<file path="src/rtl/countdown_pkg.sv">
// Shared definitions for the game countdown timer: state codes, default
// constants and the reload clamp helper.
package countdown_pkg;

  typedef logic [1:0] state_t;

  localparam state_t ST_IDLE    = 2'd0;
  localparam state_t ST_RUN     = 2'd1;
  localparam state_t ST_PAUSED  = 2'd2;
  localparam state_t ST_EXPIRED = 2'd3;

  // 100 MHz system clock -> one decrement per second.
  localparam int GAME_TICK_DIV  = 100_000_000;
  localparam int DEFAULT_LOAD_C = 5;

  // Widest count supported by the clamp helper.
  localparam int MAX_CNT_W = 64;

  // A zero reload would expire instantly forever, so zero becomes one.
  function automatic logic [MAX_CNT_W-1:0] clamp_to_one(input logic [MAX_CNT_W-1:0] v);
    clamp_to_one = (v == '0) ? MAX_CNT_W'(1) : v;
  endfunction

endpackage

</file>
<file path="src/rtl/countdown_timer_tick_prescaler.sv">
// Divides clk down to a one-cycle tick every TICK_DIV enabled cycles.
// The phase holds while en is low and returns to zero on clr or reset.
module tick_prescaler #(
  parameter int TICK_DIV = 4
) (
  input  logic clk,
  input  logic reset,
  input  logic en,
  input  logic clr,
  output logic tick
);

  localparam int PRESC_W = (TICK_DIV > 1) ? $clog2(TICK_DIV) : 1;
  localparam logic [PRESC_W-1:0] LAST = PRESC_W'(TICK_DIV - 1);

  logic [PRESC_W-1:0] presc;

  assign tick = en && (presc == LAST);

  always_ff @(posedge clk) begin
    if (reset || clr) begin
      presc <= '0;
    end else if (en) begin
      if (presc == LAST) begin
        presc <= '0;
      end else begin
        presc <= presc + PRESC_W'(1);
      end
    end
  end

endmodule

</file>
<file path="src/rtl/countdown_timer.sv">
// Game countdown timer: prescaled down-counter with start, pause, runtime
// load and auto-reload. Optional warn output under COUNTDOWN_WARN_EN.
module countdown_timer
  import countdown_pkg::*;
#(
  parameter int CNT_W        = 32,
  parameter int DEFAULT_LOAD = DEFAULT_LOAD_C,
  parameter int TICK_DIV     = GAME_TICK_DIV,
  parameter int WARN_THRESH  = 2
) (
  input  logic             clk,
  input  logic             reset,
  input  logic             start,
  input  logic             pause,
  input  logic             load_en,
  input  logic [CNT_W-1:0] load_val,
  input  logic             auto_reload,
  output logic [CNT_W-1:0] count,
  output logic             running,
  output logic             done,
  output logic             expired
`ifdef COUNTDOWN_WARN_EN
  , output logic           warn
`endif
);

  localparam logic [CNT_W-1:0] DEF_VAL = CNT_W'(DEFAULT_LOAD);
  localparam logic [CNT_W-1:0] ONE     = CNT_W'(1);

  state_t           state, state_n;
  logic [CNT_W-1:0] reload_reg, reload_n, count_n;
  logic [CNT_W-1:0] load_clamped;
  logic             done_n;
  logic             presc_en, presc_clr, tick, expiring;

  assign load_clamped = CNT_W'(clamp_to_one(MAX_CNT_W'(load_val)));

  // Start and load_en own the cycle, so the prescaler only advances on a
  // plain unpaused RUN cycle; that keeps tick and the count update aligned.
  assign presc_en  = (state == ST_RUN) && !pause && !start && !load_en;
  assign expiring  = tick && (count == ONE) && !auto_reload;
  assign presc_clr = start || expiring;

  tick_prescaler #(
    .TICK_DIV (TICK_DIV)
  ) u_prescaler (
    .clk   (clk),
    .reset (reset),
    .en    (presc_en),
    .clr   (presc_clr),
    .tick  (tick)
  );

  always_comb begin
    state_n  = state;
    count_n  = count;
    reload_n = reload_reg;
    done_n   = 1'b0;
    if (start) begin
      state_n = ST_RUN;
      if (load_en) begin
        reload_n = load_clamped;
        count_n  = load_clamped;
      end else begin
        count_n  = reload_reg;
      end
    end else if (load_en) begin
      reload_n = load_clamped;
      if (state == ST_IDLE || state == ST_EXPIRED) begin
        count_n = load_clamped;
      end
    end else begin
      case (state)
        ST_RUN: begin
          if (pause) begin
            state_n = ST_PAUSED;
          end else if (tick) begin
            if (count > ONE) begin
              count_n = count - ONE;
            end else begin
              done_n = 1'b1;
              if (auto_reload) begin
                count_n = reload_reg;
              end else begin
                count_n = '0;
                state_n = ST_EXPIRED;
              end
            end
          end
        end
        ST_PAUSED: begin
          if (!pause) begin
            state_n = ST_RUN;
          end
        end
        default: ;
      endcase
    end
  end

  always_ff @(posedge clk) begin
    if (reset) begin
      state      <= ST_IDLE;
      count      <= DEF_VAL;
      reload_reg <= DEF_VAL;
      done       <= 1'b0;
    end else begin
      state      <= state_n;
      count      <= count_n;
      reload_reg <= reload_n;
      done       <= done_n;
    end
  end

  assign running = (state == ST_RUN);
  assign expired = (state == ST_EXPIRED);

`ifdef COUNTDOWN_WARN_EN
  localparam logic [CNT_W-1:0] WARN_VAL = CNT_W'(WARN_THRESH);

  // Computed from next-state values so warn lines up with the visible count.
  always_ff @(posedge clk) begin
    if (reset) begin
      warn <= 1'b0;
    end else begin
      warn <= (state_n == ST_RUN || state_n == ST_PAUSED) &&
              (count_n != '0) && (count_n <= WARN_VAL);
    end
  end
`endif

endmodule
</file>
<file path="config.mk">
export PLATFORM = sky130hd
export DESIGN_NAME = countdown_timer
export DESIGN_NICKNAME = d
export VERILOG_FILES = /design/src/rtl/countdown_pkg.sv /design/src/rtl/countdown_timer_tick_prescaler.sv /design/src/rtl/countdown_timer.sv
export SDC_FILE = /design/constraint.sdc
export NUM_CORES = 1
export LEC_CHECK = 0
export ABC_AREA = 1
export ABC_CLOCK_PERIOD_IN_PS = 4250
export CAP_MARGIN = 10
export CORE_MARGIN = 3
export CORE_UTILIZATION = 61
export CTS_BUF_LIST = sky130_fd_sc_hd__clkbuf_16
export CTS_CLUSTER_DIAMETER = 200
export CTS_CLUSTER_SIZE = 40
export DETAILED_ROUTE_END_ITERATION = 8
export PLACE_DENSITY = 0.86
export SYNTH_ARGS = -nofsm -noshare
export SYNTH_HDL_FRONTEND = slang
export SYNTH_SLANG_ARGS = --single-unit
</file>
<file path="constraint.sdc">
create_clock -name clk -period 4.25 [get_ports clk]
set_input_delay 0.425 -clock clk [delete_from_list [all_inputs] [get_ports clk]]
set_output_delay 0.425 -clock clk [all_outputs]
set_load 0.02 [all_outputs]
</file>
; ---- After elaboration in Yosys (flattened, before gate mapping)
; Cells that the tools add are included.
[classes]
n_addsub = 2
order_cmp = 1
eq_ne = 16
muxes = 20
n_bitwise = 3
n_reduce_logical = 24
[op_table]
columns = op, n
row1 = $mux W32, 10
row2 = $eq A32 B1 Y1 const B, 1
row3 = $gt A32 B1 Y1 const B, 1
row4 = $logic_not A32 Y1, 1
row5 = $sub A32 B1 Y32 const B, 1
row6 = $add A27 B1 Y27 const B, 1
row7 = $eq A27 B27 Y1 const B, 1
row8 = $mux W27, 1
row9 = $reduce_and A6 Y1, 2
row10 = $mux W2, 5
row11 = $ne A3 B2 Y1 const B, 3
row12 = $ne A3 B3 Y1 const B, 3
row13 = $reduce_bool A3 Y1, 3
row14 = $ne A4 B4 Y1 const B, 2
row15 = $logic_and A1 B1 Y1, 6
row16 = $reduce_or A6 Y1, 1
row17 = $eq A2 B2 Y1 const B, 2
row18 = $logic_not A1 Y1, 4
row19 = $ne A2 B2 Y1 const B, 2
row20 = $ne A4 B3 Y1 const B, 1
row21 = $pmux W2 S2, 1
row22 = $reduce_and A4 Y1, 1
row23 = $logic_or A1 B1 Y1, 3
row24 = $mux W1, 3
row25 = other kinds (5), 7
[word_totals]
register_bits = 94
in_bits = 38
out_inout_bits = 35
elab_cells = 72

; ---- Longest topological paths before layout
[depth]
ltp_word = 10
mapped_depth = 14
mapped_depth_nobuf = 13

; ---- Cells and area by module
; From an unflattened synthesis, not the netlist that was laid out.
[hier_totals]
hier_cells = 985
area_unflattened_um2 = 5980.7
[modules_own_cells]
columns = mod, instances, cells_per_inst, area_each_um2
row1 = countdown_timer, 1, 766, 4504.3
row2 = tick_prescaler, 1, 219, 1476.4

; ---- Worst setup path before layout
; Ideal clock, no wire load.
[synth_timing]
path_kind = flip-flop to flip-flop
startpoint = reg state[0]
endpoint = reg u_prescaler.presc[23]
setup_time_ns = 0.109
arrival_time_ns = 1.805
t_required_ns = 4.141
slack_ns = 2.336
path_stages_with_launch = 12
n_path_buf = 0
synth_period_minus_slack_ns = 1.914
path_cell_list = dfxtp_1 ha_1 inv_2 nor2_8 nand2_8 inv_4 nand2_1 nor4_1 xnor2_1 clkinv_1 nand2_1 inv_1
[synth_between]
elab_chain_cells = 9
[synth_rtl]
columns = element, line_no
row1 = from (decl), countdown_timer.sv:30  ; state_t state, state_n;
row2 = from (signal assigned), countdown_timer.sv:108  ; state <= state_n;
row3 = $eq A2 B1 Y1 *, --
row4 = via running, countdown_timer.sv:19  ; output logic running,
row5 = $logic_and A1 B1 Y1 * (3 in a row), countdown_timer.sv:40  ; assign presc_en = (state == ST_RUN) && !pause && !start && !load_en;
row6 = $logic_and A1 B1 Y1, countdown_timer_tick_prescaler.sv:18  ; assign tick = en && (presc == LAST);
row7 = $logic_and A1 B1 Y1 (2 in a row), countdown_timer.sv:41  ; assign expiring = tick && (count == ONE) && !auto_reload;
row8 = $logic_or A1 B1 Y1, countdown_timer.sv:42  ; assign presc_clr = start || expiring;
row9 = $logic_or A1 B1 Y1, countdown_timer_tick_prescaler.sv:21  ; if (reset || clr) begin
row10 = to (signal assigned), countdown_timer_tick_prescaler.sv:27  ; presc <= presc + PRESC_W'(1);
row11 = to (decl), countdown_timer_tick_prescaler.sv:16  ; logic [PRESC_W-1:0] presc;
; The timed path passes the listed nets; every way through them passes the cells marked *.
; A chain may end at the register's enable or synchronous reset.

; ---- Final worst setup path
[layout_timing]
startpoint = in start
endpoint = reg u_prescaler.presc[16]
[layout_between]
elab_chain_cells = 8
[layout_rtl]
columns = element, line_no
row1 = from (decl), countdown_timer.sv:13  ; input logic start,
row2 = $logic_not A1 Y1, countdown_timer.sv:40
row3 = $logic_and A1 B1 Y1 (2 in a row), countdown_timer.sv:40
row4 = $logic_and A1 B1 Y1, countdown_timer_tick_prescaler.sv:18
row5 = $logic_and A1 B1 Y1 (2 in a row), countdown_timer.sv:41
row6 = $logic_or A1 B1 Y1, countdown_timer.sv:42
row7 = $logic_or A1 B1 Y1, countdown_timer_tick_prescaler.sv:21
; Parallel ways exist; a longest one is shown, timed or not.

==> impl_metrics.yaml <==
layout:
  layout-drive-gt1-share_pct: 5.853
  layout_commonest_cell: "nand2_1"
  area_growth_pct: 17.35
  fillCellCount: 792
  seq_area_mm2: 0.001882
  utilization_pct: 75.07
  layout.nets: 1047
  n_antenna_cell: 0
  final_cell_mix: "nand2_1, nor2_1, dfxtp_1"
  multiInputGateArea_mm2: 0.003646
placement:
  place_congestion: 0.9565
  pre_cts_ws_ns: 0.9934
  numPortBuffers: 72
  dp_hpwl_um: 12470
floorplan:
  die-area_mm2: 0.01110
  placementRows: 35
  initial_core_util_pct: 63.97
  die_w_um: 105.4
  ioPinCount: 73
  die_h_um: 105.4
  coreArea_mm2: 0.009415
global_routing:
  use_met2_pct: 49.00
  grt_use_met1_pct: 42.91
  grt_pass1_wl_um: 28720
  grt_max_degree: 37
  grt.total_usage_pct: 31.92
  overflow: 0
  grt.busiest_layer: "met2"
  antenna_found_initial: 0
  grt_pass1_vias: 5886
  grtUsageMet3_pct: 6.736
clock_network:
  worstSkewPairLatency_ns: 0.35
  clockBufferDepth: 2
  cts_sinks: 94
  cts_max_level: 3
  clkTransAtPathRegs_ns: 0.06
  cts_tree: "built"
  ctsResizeCount: 0
  postCtsSetupBuffers: 0
  clockRootBuffer: "clkbuf_16"
  cts_buffers: 9
  cts_hold_buf: 0
logic_synthesis:
  ys_ff_latch: 94
  postSynthAreaPerCell_um2: 6.307
  yosysUniqueCellTypes: 45
  yosysSeqAreaShare_pct: 31.24
  yosys_warnings: 0
  synth_area_mm2: 0.006023
  synthCells: 955
  synthesis.nets: 999
worst_setup_path:
  required_ns: 4.48
  worstSetupStartpoint: "start"
  arrival_ns: 3.22
  worst-r2r-setup-slack_ns: 1.54
  cp_max_fo: 33
  r2r-start: "count[0]"
  worstSetupPathType: "input port to flip-flop"
  critPathLaunchType: "input port"
  end_kind: "flip-flop"
min_path:
  min_from: "reload_reg[12]"
  hold_path.class: "flip-flop to flip-flop"
detailed_routing:
  drt_iter0_markers: 699
  wire_per_inst_um: 15.41
  wirelength_um: 17530
  vias: 6576
  ant_nets: 0
  drc: 0
  drtPass1Iterations: 6
  vias_per_cell: 5.784
sta:
  rsz0062_at_grt: "no"
  max_freq_ghz: 0.3345
  finalMaxSlewViolations: 0
  slew_headroom_pct: 33.07
  skew_ns: 0.005764
  fin_crit_sh_pct: 70.34
  setup-tns-final_ns: 0
  fin_crit_ns: 2.990
  fin_ws_ns: 1.260
  max_slew.worst_pin.slew_ns: 1.003
  hold_viol: 0
  setup_violations: 0
outcome:
  status: "complete, no violations"
pwr:
  p_total_mw: 2.383
  peakVddDrop_mv: 0.2931
  power.density_mw_per_mm2: 337.1
  cellLeakagePower_nw: 2.825
flow_run:
  maxCapViolCount: 0
synth_stat cells, drive strengths merged:
cell type  number  area share, %
a21boi          5           0.62
a21oi          88            7.6
and2            1           0.10
and3            2           0.21
buf            18            2.0
clkbuf         21            1.3
clkinv          2           0.21
dfxtp          94             31
ha              6            1.2
inv            72            4.7
nand2         250             17
nand3          45            3.7
nand3b          1           0.12
nand4          16            1.9
nor2          170             12
nor3           28            2.6
nor3b           2           0.25
nor4            2           0.21
o211ai          9            1.1
o21ai          87            7.2
o22ai           1           0.10
or2             2           0.21
xnor2          15            2.2
xor2           18            2.6
through the flow:
stage               cell area (um2)  hold WS, ns  instances
floorplan                      6023       0.4523        955
global placement               6738       0.4676       1121
detailed placement             6738       0.4728       1121
CTS                            7068       0.4816       1137
global route                   7068       0.5070       1137
finish                         7068       0.4835       1137
kinds of logic after synthesis:
| kind of cell | Yosys count | synth area share (%) |
|---|---|---|
| buf+inv | 113 | 8.226 |
| simple gates | 519 | 37.85 |
| fa+ha+maj | 6 | 1.246 |
| flops | 94 | 31.24 |
| compound gates | 190 | 16.64 |
| xor+xnor | 33 | 4.799 |
worst max-delay path: stages:
cell	delay, ns
clkdlybuf4s50_1	0.62
inv_8	0.29
nand2_8	0.13
clkinv_4	0.19
nand2_8	0.12
inv_4	0.16
nand4_4	0.15
nor2_1	0.12
nand2_1	0.10
nand2_1	0.45
inv_2	0.12
nand2_2	0.24
nor2_1	0.08
worst paths after layout:
check,endpoint,depth (start not counted)
hold reg to reg,reload_reg[12],2
setup / recovery,u_prescaler.presc[16],13
hold / removal,reload_reg[12],2
setup reg to reg,count[2],10
metal layers:
layer  part of all wire [%]  vias up
met4                    3.9        0
met5                      0        -
met1                     43     2923
met3                     10       58
met2                     43      387
li1                       -     3208
power by group:
group / total, mW / switching [mW] / internal, mW / leakage (nW)
clock network: 0.902 / 0.335 / 0.567 / 0.167
logic: 0.491 / 0.301 / 0.190 / 1.89
registers: 0.990 / 0.0608 / 0.930 / 0.771
total: 2.38 / 0.697 / 1.69 / 2.82
area by class of cell:
class                           instances  area share (%)
Sequential cell                        94           26.62
Timing Repair Buffer                   76           10.62
Tap cell                              129           2.284
Multi-Input combinational cell        748           51.58
Clock buffer                            9           3.186
Clock inverter                          7           1.487
Inverter                               74           4.213
No activity file was read; power rests on OpenSTA's default activity.
